--- config.mk ---
export PLATFORM = sky130hd
export DESIGN_NAME = banco_regs_param
export DESIGN_NICKNAME = d
export VERILOG_FILES = /design/src/rtl/banco_regs_pkg.sv /design/src/rtl/banco_regs_sb.sv /design/src/rtl/banco_regs_param.sv
export SDC_FILE = /design/constraint.sdc
export NUM_CORES = 1
export LEC_CHECK = 0
export CORE_MARGIN = 2
export CORE_UTILIZATION = 45
export DETAILED_ROUTE_END_ITERATION = 6
export PLACE_DENSITY = 0.7
export SLEW_MARGIN = 20
export SYNTH_ARGS = -nofsm -noshare
export SYNTH_HDL_FRONTEND = slang
export SYNTH_SLANG_ARGS = --single-unit
--- constraint.sdc ---
create_clock -name clock -period 3.2 [get_ports clock]
set_input_delay 0.48 -clock clock [delete_from_list [all_inputs] [get_ports clock]]
set_output_delay 0.48 -clock clock [all_outputs]
set_load 0.01 [all_outputs]
--- src/rtl/banco_regs_pkg.sv ---
`default_nettype none
// ---------------------------------------------------------------------------
// banco_regs_pkg : shared defaults and depth helper for the banco_regs bank
// Rev 1.0
// ---------------------------------------------------------------------------
package banco_regs_pkg;

  localparam int unsigned DATA_W_DEF = 8;
  localparam int unsigned ADDR_W_DEF = 2;
  localparam int unsigned NREAD_DEF  = 2;

  function automatic int unsigned depth_of(input int unsigned addr_w);
    return 32'd1 << addr_w;
  endfunction

endpackage
`default_nettype wire

--- src/rtl/banco_regs_sb.sv ---
`default_nettype none
// ---------------------------------------------------------------------------
// banco_regs_sb : per-register busy scoreboard (honours BANCO_REGS_ZERO_REG_EN)
// Rev 1.0
// ---------------------------------------------------------------------------
module banco_regs_sb
  import banco_regs_pkg::*;
#(
  parameter int unsigned ADDR_W = ADDR_W_DEF
) (
  input  logic                 clock,
  input  logic                 reset_n,
  input  logic                 wr_en,
  input  logic [ADDR_W-1:0]    wr_addr,
  input  logic                 rsv_en,
  input  logic [ADDR_W-1:0]    rsv_addr,
  output logic [2**ADDR_W-1:0] busy_next,
  output logic [2**ADDR_W-1:0] busy
);

  localparam int unsigned DEPTH = depth_of(ADDR_W);

  logic [DEPTH-1:0] busy_q;
  logic [DEPTH-1:0] busy_d;

  // Reserve is applied after the write clear so a new producer wins.
  always_comb begin
    busy_d = busy_q;
    if (wr_en) busy_d[wr_addr] = 1'b0;
    if (rsv_en) busy_d[rsv_addr] = 1'b1;
`ifdef BANCO_REGS_ZERO_REG_EN
    busy_d[0] = 1'b0;
`endif
  end

  always_ff @(posedge clock or negedge reset_n) begin
    if (!reset_n) begin
      busy_q <= '0;
    end else begin
      busy_q <= busy_d;
    end
  end

  assign busy_next = busy_d;
  assign busy      = busy_q;

endmodule
`default_nettype wire

--- src/rtl/banco_regs_param.sv ---
`default_nettype none
// ---------------------------------------------------------------------------
// banco_regs_param : parametrised register bank, N read ports with bypass and
// busy scoreboard; BANCO_REGS_ZERO_REG_EN hardwires register 0. Rev 1.0
// ---------------------------------------------------------------------------
module banco_regs_param
  import banco_regs_pkg::*;
#(
  parameter int unsigned DATA_W = DATA_W_DEF,
  parameter int unsigned ADDR_W = ADDR_W_DEF,
  parameter int unsigned NREAD  = NREAD_DEF
) (
  input  logic                    clock,
  input  logic                    reset_n,
  input  logic                    wr_en,
  input  logic [ADDR_W-1:0]       wr_addr,
  input  logic [DATA_W-1:0]       wr_data,
  input  logic                    rsv_en,
  input  logic [ADDR_W-1:0]       rsv_addr,
  input  logic [NREAD-1:0]        rd_en,
  input  logic [NREAD*ADDR_W-1:0] rd_addr,
  output logic [NREAD*DATA_W-1:0] rd_data,
  output logic [NREAD-1:0]        rd_busy,
  output logic [2**ADDR_W-1:0]    busy
);

  localparam int unsigned DEPTH = depth_of(ADDR_W);

  logic [DATA_W-1:0] regs_q [DEPTH];
  logic [DEPTH-1:0]  busy_next;
  logic              wr_act;

`ifdef BANCO_REGS_ZERO_REG_EN
  assign wr_act = wr_en && (wr_addr != '0);
`else
  assign wr_act = wr_en;
`endif

  banco_regs_sb #(
    .ADDR_W (ADDR_W)
  ) u_sb (
    .clock     (clock),
    .reset_n   (reset_n),
    .wr_en     (wr_act),
    .wr_addr   (wr_addr),
    .rsv_en    (rsv_en),
    .rsv_addr  (rsv_addr),
    .busy_next (busy_next),
    .busy      (busy)
  );

  always_ff @(posedge clock or negedge reset_n) begin
    if (!reset_n) begin
      for (int k = 0; k < int'(DEPTH); k++) begin
        regs_q[k] <= '0;
      end
    end else if (wr_act) begin
      regs_q[wr_addr] <= wr_data;
    end
  end

  for (genvar i = 0; i < NREAD; i++) begin : g_rd
    logic [ADDR_W-1:0] addr;
    logic [DATA_W-1:0] rd_data_d;
    logic [DATA_W-1:0] rd_data_q;
    logic              rd_busy_q;

    assign addr = rd_addr[i*ADDR_W +: ADDR_W];

    // Same-edge write forwards its data so a read never returns the stale value.
    always_comb begin
      rd_data_d = regs_q[addr];
      if (wr_act && (wr_addr == addr)) rd_data_d = wr_data;
`ifdef BANCO_REGS_ZERO_REG_EN
      if (addr == '0) rd_data_d = '0;
`endif
    end

    always_ff @(posedge clock or negedge reset_n) begin
      if (!reset_n) begin
        rd_data_q <= '0;
        rd_busy_q <= 1'b0;
      end else if (rd_en[i]) begin
        rd_data_q <= rd_data_d;
        rd_busy_q <= busy_next[addr];
      end
    end

    assign rd_data[i*DATA_W +: DATA_W] = rd_data_q;
    assign rd_busy[i]                  = rd_busy_q;
  end

endmodule
`default_nettype wire

Word-level counts from Yosys, hierarchy flattened
Cells that the tools add are included.
{ "op_classes": {"mux": 21, "magnitude_cmp": 10, "n_eq_ne": 2, "reduce_logical": 5, "bitwise_logic": 6} }
{ "ops": {"columns": ["op", "n"], "rows": [
  ["8-bit 2-to-1 mux", 7],
  ["8-bit binary-select mux with 2-bit select", 2],
  ["32-bit bitwise mux", 1],
  ["8-bit demux with 2-bit select", 1],
  ["2-bit by 3-bit < comparator with 1-bit output, second input constant", 4],
  ["3-bit >= comparator, second input constant", 3],
  ["2-bit NOT with 3-bit output", 3],
  ["4-bit 2-to-1 mux", 2],
  ["1-bit logical AND", 5],
  ["4-bit AND", 1],
  ["1-bit binary-select mux with 2-bit select", 2],
  ["1-bit demux with 2-bit select", 2],
  ["2-bit equality test", 2],
  ["2-bit by 1-bit >= comparator with 1-bit output, second input constant", 2],
  ["1-bit 2-to-1 mux", 4],
  ["4-bit NOT", 1],
  ["4-bit bitwise OR", 1],
  ["3-bit by 1-bit < comparator with 1-bit output, second input constant", 1]
]} }
{ "word_totals": {"reg_bits": 54, "input_bits": 22, "wordCells": 53, "out_inout_bits": 22} }

Depth between registers and ports, before layout
Gate-level depths: netlist (run 1).
{ "logic_depth": {"word_depth": 11, "ltp_mapped": 6, "ltp_nobuf": 4} }

Cells and area by module
Synthesis (run 1) repeated with hierarchy kept, for this count alone.
{ "unflattened": {"cells_unflattened": 174, "hier_area_um2": 2805.2} }
{ "modules_own_cells": {"columns": ["mod", "instances", "area_each_um2", "cells_each"], "rows": [
  ["banco_regs_param", 1, 2628.8, 159],
  ["banco_regs_sb", 1, 176.4, 15]
]} }

Worst setup path before layout (run 1)
OpenSTA, ideal clock, no wires.
{ "synth_timing": {"path_type": "input -> register", "startpoint": "input wr_addr[0]", "endpoint": "register g_rd[0].rd_busy_q", "stages": 6, "path_slack_ns": 1.519, "arrival_time_ns": 1.554, "required_time_ns": 3.073, "path_cell_list": "buf_2 or3b_1 buf_2 a21o_1 a2bb2o_4 nor3_1"} }
{ "synth_via": {"elab_chain_cells": 11, "elab_cells_between_ends": 12, "cone_classes": "2 x order compare; 6 x mux; 3 x bitwise; 1 x reduce/logical"} }
{ "synth_rtl": {"columns": ["element", "line_no", "text"], "rows": [
  ["from (decl)", "banco_regs_param.sv:16", "input logic [ADDR_W-1:0] wr_addr,"],
  ["2-bit by 3-bit < comparator with 1-bit output (implied by the code) / 2-bit by 1-bit >= comparator with 1-bit output (equally long branches)", "banco_regs_sb.sv:29", "if (wr_en) busy_d[wr_addr] = 1'b0;"],
  ["1-bit logical AND (implied by the code)", "banco_regs_sb.sv:29", null],
  ["1-bit 2-to-1 mux (implied by the code)", "banco_regs_sb.sv:29", null],
  ["1-bit demux with 2-bit select (*)", null, null],
  ["4-bit NOT (no line) (*)", null, null],
  ["4-bit AND (no line) (*)", null, null],
  ["4-bit 2-to-1 mux (*)", "banco_regs_sb.sv:29", null],
  ["4-bit bitwise OR (no line)", null, null],
  ["4-bit 2-to-1 mux (*)", "banco_regs_sb.sv:30", "if (rsv_en) busy_d[rsv_addr] = 1'b1;"],
  ["via busy_next[0]", "banco_regs_param.sv:30", "logic [DEPTH-1:0] busy_next;"],
  ["1-bit binary-select mux with 2-bit select (*)", "banco_regs_param.sv:85", "rd_busy_q <= busy_next[addr];"],
  ["1-bit 2-to-1 mux (implied by the code) (*)", "banco_regs_param.sv:85", null],
  ["to (signal assigned)", "banco_regs_param.sv:85", null],
  ["to (decl)", "banco_regs_param.sv:66", "logic rd_busy_q;"]
]} }
The timed path passes the listed nets; every way through them passes the cells marked *. The select of a mux whose other input is x is not followed.
A chain may end at the register's enable or synchronous reset.

Worst setup path in the final report (run 1)
{ "layout_timing": {"startpoint": "input rd_addr[2]", "endpoint": "register g_rd[1].rd_data_q[0]"} }
{ "layout_via": {"elab_chain_cells": 5, "elab_cells_between_ends": 7, "cone_classes": "1 x eq/ne; 4 x mux; 1 x bitwise; 1 x reduce/logical"} }
{ "layout_rtl": {"columns": ["element", "line_no", "text"], "rows": [
  ["from (decl)", "banco_regs_param.sv:21", "input logic [NREAD*ADDR_W-1:0] rd_addr,"],
  ["2-bit NOT with 3-bit output (implied by the code)", "banco_regs_param.sv:72", "rd_data_d = regs_q[addr];"],
  ["8-bit binary-select mux with 2-bit select", "banco_regs_param.sv:72", null],
  ["8-bit 2-to-1 mux (implied by the code) (2 in a row)", "banco_regs_param.sv:72", null],
  ["8-bit 2-to-1 mux (*)", "banco_regs_param.sv:73", "if (wr_act && (wr_addr == addr)) rd_data_d = wr_data;"],
  ["to (signal assigned)", "banco_regs_param.sv:84", "rd_data_q <= rd_data_d;"],
  ["to (decl)", "banco_regs_param.sv:65", "logic [DATA_W-1:0] rd_data_q;"]
]} }
Mark *: on every way between the ends. The rest lies on a longest branch, timed or not. The select of a mux whose other input is x is not followed.

==> results of run 1 <==
[cells in the final DEF (no fill, tap or decap), types with 2 or more instances in the layout]
master	synthesis	layout
dfrtp_1	54	54
xnor2_1	2	2
mux4_2	13	13
clkdlybuf4s50_1	0	42
o2bb2ai_1	3	3
nand3_1	2	2
nor3_1	5	5
and3_1	9	9
clkbuf_8	0	6
o32ai_1	2	2
nand3b_1	2	2
nor2b_1	8	8
nand2_1	30	30
buf_4	2	9
inv_1	2	2
mux4_1	3	3
xor2_1	2	2
a221o_1	16	16
mux2_2	24	24
[sequential cells by signal, indices dropped and copies added (netlist names)]
register,count
g_rd.rd_data_q,16
u_sb.busy,4
regs_q,32
g_rd.rd_busy_q,2
[kinds of logic after synthesis]
group | after synthesis | share of synthesized area
mux | 40 | 0.237
xor+xnor | 4 | 0.0129
simple gates | 63 | 0.122
compound gates | 25 | 0.0965
flops | 54 | 0.498
buf+inv | 15 | 0.0332
[where the power goes]
part	internal [W]	switching [W]	total (W)
sequential	0.000813	0.0000915	0.000905
clock	0.000167	0.000206	0.000374
combinational	0.000313	0.000194	0.000507
[worst paths after layout]
path                                        end        from
max                        g_rd[1].rd_data_q[0]  rd_addr[2]
min                                u_sb.busy[3]     reset_n
max reg2reg                g_rd[1].rd_data_q[7]  regs_q[23]
min reg2reg                          regs_q[24]  regs_q[24]
max in group asynchronous            regs_q[22]     reset_n
min in group clock                   regs_q[24]  regs_q[24]
[per-layer routing]
| metal | wire (um) | track usage | vias to the layer above |
|---|---|---|---|
| li1 | - | - | 862 |
| met2 | 3540 | 0.390 | 58 |
| met4 | 110 | 0.0733 | 0 |
| met5 | 0 | 0 | - |
| met1 | 2720 | 0.265 | 988 |
| met3 | 326 | 0.0341 | 11 |
[through the flow]
| stage | hold WS [ps] | instance area (um2) | total power (W) | std cells | util |
|---|---|---|---|---|---|
| after global placement | 471 | 3240 | 0.00141 | 318 | 0.551 |
| after floorplan | 184 | 2710 | 0.00119 | 201 | - |
| after detailed placement | 480 | 3240 | 0.00143 | 318 | 0.551 |
| after global routing | 331 | 3330 | 0.00188 | 324 | 0.565 |
| after CTS | 293 | 3330 | 0.00181 | 324 | 0.565 |
| final | 273 | 3330 | 0.00179 | 324 | 0.565 |
[cell type report]
cell class              count  area [um2]  share of cell area
flip-flops and latches     54        1350               0.406
multi-input cells         132        1270               0.382
repair buffers             53         513               0.154
well taps                  75        93.8              0.0282
clock buffers               6        82.6              0.0248
inverters                   4        15.0             0.00451
==> flow_metrics.env, run 1 <==
export IMPL_slowest_delay_ps=910
export IMPL_syn_nets=223
export IMPL_insertion_delay_ps=310
export IMPL_crit_path_top_delay_cell="clkdlybuf4s50_1"
export IMPL_grt_pass1_vias=1901
export IMPL_yosys_area_top_type="dfrtp_1"
export IMPL_min_period_ps=2400
export IMPL_grt_max_degree=38
export IMPL_dpl_hpwl_um=4730
export IMPL_critical_path_cell_chain="clkdlybuf4s50_1 -> xnor2_1 -> nand3_1 -> nor2_1 -> a221o_1"
export IMPL_cp_num_buf_inv=1
export IMPL_worst_path_max_fanout=10
export IMPL_io_buffers=43
export IMPL_finalWirelength_um=6700
export IMPL_reg2reg_depth=3
export IMPL_drv_cap=0
export IMPL_root_buffer="clkbuf_8"
export IMPL_cp_depth=5
export IMPL_setup_viol=0
export IMPL_period_share=0.751
export IMPL_dr_total_vias=1919
export IMPL_slew_headroom=0.439
export IMPL_path_clk_slew_ps=90
export IMPL_drive_gt1_frac=0.241
export IMPL_rows=28
export IMPL_max_freq_mhz=416
export IMPL_grtUsageTotal=0.217
export IMPL_fin_setup_tns_ps=0
export IMPL_hold_viol_final=0
export IMPL_initial_core_util=0.461
export IMPL_fin_skew_ps=8.96
export IMPL_ys_seq_area_frac=0.498
export IMPL_startpoint_type="primary input"
export IMPL_rsz0062_at_grt="no"
export IMPL_gp_congestion=0.820
export IMPL_grt_pass1_wl_um=10300
export IMPL_core_region_area_um2=5890
export IMPL_drt_iter0_drc=115
export IMPL_hold_buffers=0
export IMPL_critical_path_class="primary input to flop"
export IMPL_syn2layout_area_growth_pct=22.7
export IMPL_p_leak_nw=1.42
export IMPL_synth_most_common_cell="dfrtp_1"
export IMPL_fillers=522
export IMPL_die_h_um=81.6
export IMPL_cts_tree="built"
export IMPL_layout_nets=272
export IMPL_ys_types=34
export IMPL_synth_main_ff_cell="dfrtp_1"
export IMPL_ios=44
export IMPL_worst_r2r_setup_slack_ps=1740
export IMPL_wl_per_cell_um=20.7
export IMPL_ys_top_cells_by_count="54 x dfrtp_1, 30 x nand2_1, 24 x mux2_2"
export IMPL_cts_sink_count=54
export IMPL_powerDensity_nw_per_um2=537
export IMPL_syn_avg_cell_area_um2=13.5
export IMPL_synth_seq_cells=54
export IMPL_vias_per_cell=5.92
export IMPL_grt_ovfl_total=0
export IMPL_worst_setup_path_end_kind="flop"
export IMPL_cts_buffers=5
export IMPL_worst_slack_ps=797
export IMPL_yosys_warnings=0
export IMPL_die_area_um2=6660
export IMPL_cp_required_ps=3440
export IMPL_status="complete, no violations"
export IMPL_htree_levels=2
export IMPL_drv_slew=0
export IMPL_synthArstFlopShare=1.00
export IMPL_post_cts_setup_buffer_count=0
export IMPL_synth_edf_count=0
export IMPL_synthTopCellsByArea="dfrtp_1 50%, mux4_2 11%, mux2_2 10%, a221o_1 5.9%, nand2_1 4.2%"
export IMPL_drc=0
export IMPL_synth_top_area_share=0.498
export IMPL_syn_inst=201
export IMPL_diodes=0
export IMPL_dr_pass1_iters=4
export IMPL_cts_resized=0
export IMPL_min_path_type="primary input to async pin"
export IMPL_synth_area_um2=2710
export IMPL_antenna_found_initial=0
export IMPL_ir_drop_v=0.000283
export IMPL_dpl_worst_slack_ps=495
export IMPL_cts_max_path_buffers=2
export IMPL_ant_nets=0
export IMPL_die_w_um=81.6
export IMPL_cpLargestDelayFamily="buffers and inverters"
export IMPL_tightest_slew_ps=841
export IMPL_crit_arrival_ps=2640
(Power assumes the default switching activity.)
==> run 2, diff against run 1 <==
- PLACE_DENSITY: 0.7 -> 0.73
- clock period: 3.2 -> 2 ns (I/O delays scaled with it)
==> flow_metrics.env, run 2 (synthesis results as in run 1) <==
export IMPL_fin_cells=341
export IMPL_dpl_worst_slack_ps=-112
export IMPL_initial_core_util=0.461
export IMPL_reg2reg_to="g_rd[1].rd_data_q[1]"
export IMPL_fin_skew_ps=14.0
export IMPL_drv_slew=0
export IMPL_rows=28
export IMPL_layout_nets=287
export IMPL_htree_levels=2
export IMPL_cp_required_ps=2250
export IMPL_die_area_um2=6660
export IMPL_critical_path_class="primary input to flop"
export IMPL_setup_viol=0
export IMPL_regMostFlops="regs_q"
export IMPL_startpoint_type="primary input"
export IMPL_crit_start="rd_addr[2]"
export IMPL_drv_cap=0
export IMPL_drive_gt1_frac=0.286
export IMPL_drc=0
export IMPL_slew_headroom=0.568
export IMPL_worst_setup_path_end_kind="flop"
export IMPL_gp_congestion=0.841
export IMPL_place_inst=332
export IMPL_grt_max_degree=55
export IMPL_cts_buffers=5
export IMPL_dpl_hpwl_um=4800
export IMPL_max_freq_mhz=547
export IMPL_finalWirelength_um=6840
export IMPL_cp_num_buf_inv=2
export IMPL_syn2layout_area_growth_pct=30.5
export IMPL_reg2reg_depth=3
export IMPL_root_buffer="clkbuf_8"
export IMPL_post_cts_setup_buffer_count=0
export IMPL_io_buffers=43
export IMPL_grt_ovfl_total=0
export IMPL_vias_per_cell=5.94
export IMPL_insertion_delay_ps=320
export IMPL_wl_per_cell_um=20.0
export IMPL_worst_path_max_fanout=10
export IMPL_min_path_type="primary input to async pin"
export IMPL_grt_pass1_vias=2068
export IMPL_final_cell_mix="54 x dfrtp_1, 42 x clkdlybuf4s50_1, 30 x nand2_1, 24 x mux2_2, 20 x buf_4"
export IMPL_r2r_start="regs_q[9]"
export IMPL_status="complete, no violations"
export IMPL_cts_tree="built"
export IMPL_critical_path_cell_chain="clkdlybuf4s50_1 -> buf_12 -> xnor2_1 -> nand3_1 -> nor2_1 -> a221o_1"
export IMPL_grtUsageTotal=0.227
export IMPL_ir_drop_v=0.000416
export IMPL_antenna_found_initial=0
export IMPL_crit_path_top_delay_cell="nor2_1"
export IMPL_worst_slack_ps=173
export IMPL_crit_arrival_ps=2080
export IMPL_die_w_um=81.6
export IMPL_tightest_slew_ps=644
export IMPL_cts_sink_count=54
export IMPL_period_share=0.913
export IMPL_path_clk_slew_ps=110
export IMPL_dr_total_vias=2026
export IMPL_drt_iter0_drc=122
export IMPL_final_util=0.601
export IMPL_diodes=0
export IMPL_ios=44
export IMPL_worst_r2r_setup_slack_ps=510
export IMPL_cpLargestDelayFamily="simple AND/OR/NAND/NOR gates"
export IMPL_dr_pass1_iters=5
export IMPL_die_h_um=81.6
export IMPL_powerDensity_nw_per_um2=905
export IMPL_final_common_cell="dfrtp_1"
export IMPL_cts_max_path_buffers=2
export IMPL_hold_viol_final=0
export IMPL_grt_pass1_wl_um=10800
export IMPL_largest_reg_flops=32
export IMPL_rsz0062_at_grt="no"
export IMPL_p_leak_nw=1.53
export IMPL_core_region_area_um2=5890
export IMPL_ant_nets=0
export IMPL_min_period_ps=1830
export IMPL_slowest_delay_ps=540
==> run 2: changes by cell type in the layout (fill, tap and decap cells not counted) <==
| cell | change |
|---|---|
| buf_12 | +3 |
| bufinv_16 | +2 |
| dlygate4sd3_1 | +1 |
| buf_4 | +11 |
==> run 2: layout make-up <==
type | instances | area, um2
clock buffer | 6 | 82.6
clock inverter | 2 | 60.1
sequential | 54 | 1350
tap | 75 | 93.8
inverter | 4 | 15.0
fill | 475 | 2350
multi-input combinational | 132 | 1270
timing repair buffer | 68 | 666
==> run 2: layer usage <==
layer / part of all wire / GRT usage / vias up
li1: - / - / 894
met1: 0.41 / 0.278 / 1053
met2: 0.51 / 0.387 / 63
met3: 0.049 / 0.0440 / 16
met4: 0.029 / 0.107 / 0
met5: 0 / 0 / -
==> run 2: per-stage QoR <==
step	power, W	cell area (um2)	setup TNS, ps	hold WS [ps]
3_5_place_dp	0.00232	3390	-1420	316
3_3_place_gp	0.00229	3390	-601	315
2_1_floorplan	0.00190	2710	0	4.41
6_report	0.00320	3540	0	484
4_1_cts	0.00321	3540	0	505
5_1_grt	0.00335	3540	0	526
==> run 2: worst min-delay path, stage by stage <==
cell	delay, ps
dlygate4sd3_1	510
buf_2	120
buf_12	270
==> run 2: worst max-delay path by stage <==
stage	endpoint	depth (start not counted)
after CTS	g_rd[1].rd_data_q[7]	6
after floorplan	g_rd[0].rd_busy_q	6
after global routing	g_rd[1].rd_data_q[2]	6
final	g_rd[1].rd_data_q[7]	6
after detailed placement	g_rd[1].rd_data_q[1]	6
after global placement	g_rd[1].rd_data_q[5]	6
==> run 2: power by group <==
group	internal (W)	total (W)	switching (W)	leakage (nW)
clock	0.000534	0.000901	0.000367	0.0714
combinational	0.000531	0.000845	0.000315	0.804
sequential	0.00130	0.00146	0.000155	0.651
==> run 2: what timing repair did <==
action | CTS | global route
endpoints found under the hold margin | 54 | 0
setup endpoints to repair | 0 | 0
resized for setup | 0 | 0
hold buffers | 1 | 0
==> RTL edit (settings of run 2) <==
Build with the macro `BANCO_REGS_ZERO_REG_EN` defined.
--- a/src/rtl/banco_regs_sb.sv
+++ b/src/rtl/banco_regs_sb.sv
@@ -4,4 +4,6 @@
 // Rev 1.0
 // ---------------------------------------------------------------------------
+`define BANCO_REGS_ZERO_REG_EN
+
 module banco_regs_sb
   import banco_regs_pkg::*;
Function: changed (Yosys sat finds a counterexample within 4 cycles, from zero or initial values and one cycle with reset_n low).
==> RTL edit against run 2 <==
Sequential cell count decreased by 9; worst setup slack got worse by 0.094 ns; area after synthesis decreased by 12%; design area decreased by 13%; wire length decreased by 12%; sequential power decreased by 18%; power decreased by 20%; die area decreased by 11%.
==> RTL edit: results (changes against run 2) <==
status: "finished, final reports clean"  # unchanged
htree_levels: 2  # unchanged
grt_util_met1_pct: 29.56  # was 27.79%
clock_latency_ns: 0.30  # was 0.32 ns
grt_util_all_layers_pct: 21.15  # was 22.68%
switchingPower_uw: 707.2  # was 837.1 uW
met2_usage_pct: 32.81  # was 38.69%
rows: 26  # was 28
synth_cells: 192  # was 201
nonClkBufAreaFrac_pct: 18.96  # was 18.81%
largest_reg_flops: 24  # was 32
grt_pass1_wl_um: 9618  # was 10850 um
first_iter_violations: 106  # was 122
wl_met1_um: 2761  # was 2822 um
grt_max_degree: 46  # was 55
fillers: 453  # was 475
clkbuf_count: 7  # was 6
r2r_slack_ns: 0.56  # was 0.51 ns
vias: 1843  # was 2026
placed_area_um2: 2974  # was 3386 um2
final_cells: 318  # was 341
place.gp.congestion: 0.8151  # was 0.8406
drive_gt1_share_pct: 30.24  # was 28.57%
r2r-end: "g_rd[0].rd_data_q[7]$_DFFE_PN0P_"  # was g_rd[1].rd_data_q[1]$_DFFE_PN0P_
use_met3_pct: 4.941  # was 4.396%
inverters: 7  # was 4
final-clk-cell-share_pct: 3.402  # was 4.031%
seqPwrFrac_pct: 46.7  # was 45.5%
ff_latch_area_um2: 1126  # was 1351 um2
worstRegToRegCells: 4  # was 3
leakage_uw: 0.001391  # was 0.001527 uW
cp.arrival_ns: 2.16  # was 2.08 ns
startpoint: "wr_addr[0]"  # was rd_addr[2]
dp_cells: 310  # was 332
clock_sinks: 45  # was 54
synthTopCellsByArea: "dfrtp_1 47%, mux2_2 15%, a221o_1 6.7%, a22o_1 5.5%, and3_1 4.2%"  # was dfrtp_1 50%, mux4_2 11%, mux2_2 10%, a221o_1 5.9%, nand2_1 4.2%
multi_input_cells: 125  # was 132
path_clk_slew_ns: 0.09  # was 0.11 ns
tightest_slew_ns: 0.6970  # was 0.6439 ns
yosys.cell_types.count: 36  # was 34
nets: 269  # was 287
dr_wl_met2_um: 2706  # was 3474 um
period_needed_ns: 1.921  # was 1.827 ns
pre_cts_slack_ns: -0.1987  # was -0.1120 ns
drt_pass1_iterations: 4  # was 5
routed_wl_um: 6000  # was 6835 um
finalClockSkew_ns: 0.005774  # was 0.01402 ns
pwr-share-clk_pct: 24.8  # was 28.1%
dr_wl_met3_um: 435  # was 337 um
holdWs_ns: 0.06601  # was 0.4836 ns
cp_max_fo: 8  # was 10
slowest_delay_ns: 0.61  # was 0.54 ns
powerSeq_uw: 1190  # was 1460 uW
io_buffers: 42  # was 43
multi_input_area_share_pct: 37.51  # was 35.89%
-- RTL edit: changes by cell type in the layout (fill, tap and decap cells not counted), moves of 5 or more --
cell     change
inv_1        +5
nor3_1       -5
mux4_2      -13
and3_1       +7
dfrtp_1      -9
nand2_1     -24
a22o_1      +15
mux2_4       +6
nor2b_1      -6
mux2_2       +9
-- RTL edit: cells by family after synthesis --
logic type	Yosys count	synth area share, %
muxes	43	21.02
buffers and inverters	22	5.164
and+or+nand+nor	39	10.59
AOI/OAI and AO/OA	40	15.39
DFF	45	46.95
other	1	0.1563
xor gates and xnor gates	2	0.7304
-- RTL edit: worst max-delay path, delay by kind of cell --
family	cells	cell delay [ns]
compound gates	2	0.72
buf+inv	2	0.67
simple gates	2	0.46
-- RTL edit: timing repair --
| action | in CTS | in global routing |
|---|---|---|
| endpoints found under the setup margin | 0 | 10 |
| hold endpoints to repair | 0 | 0 |
| gates resized for setup | 0 | 3 |
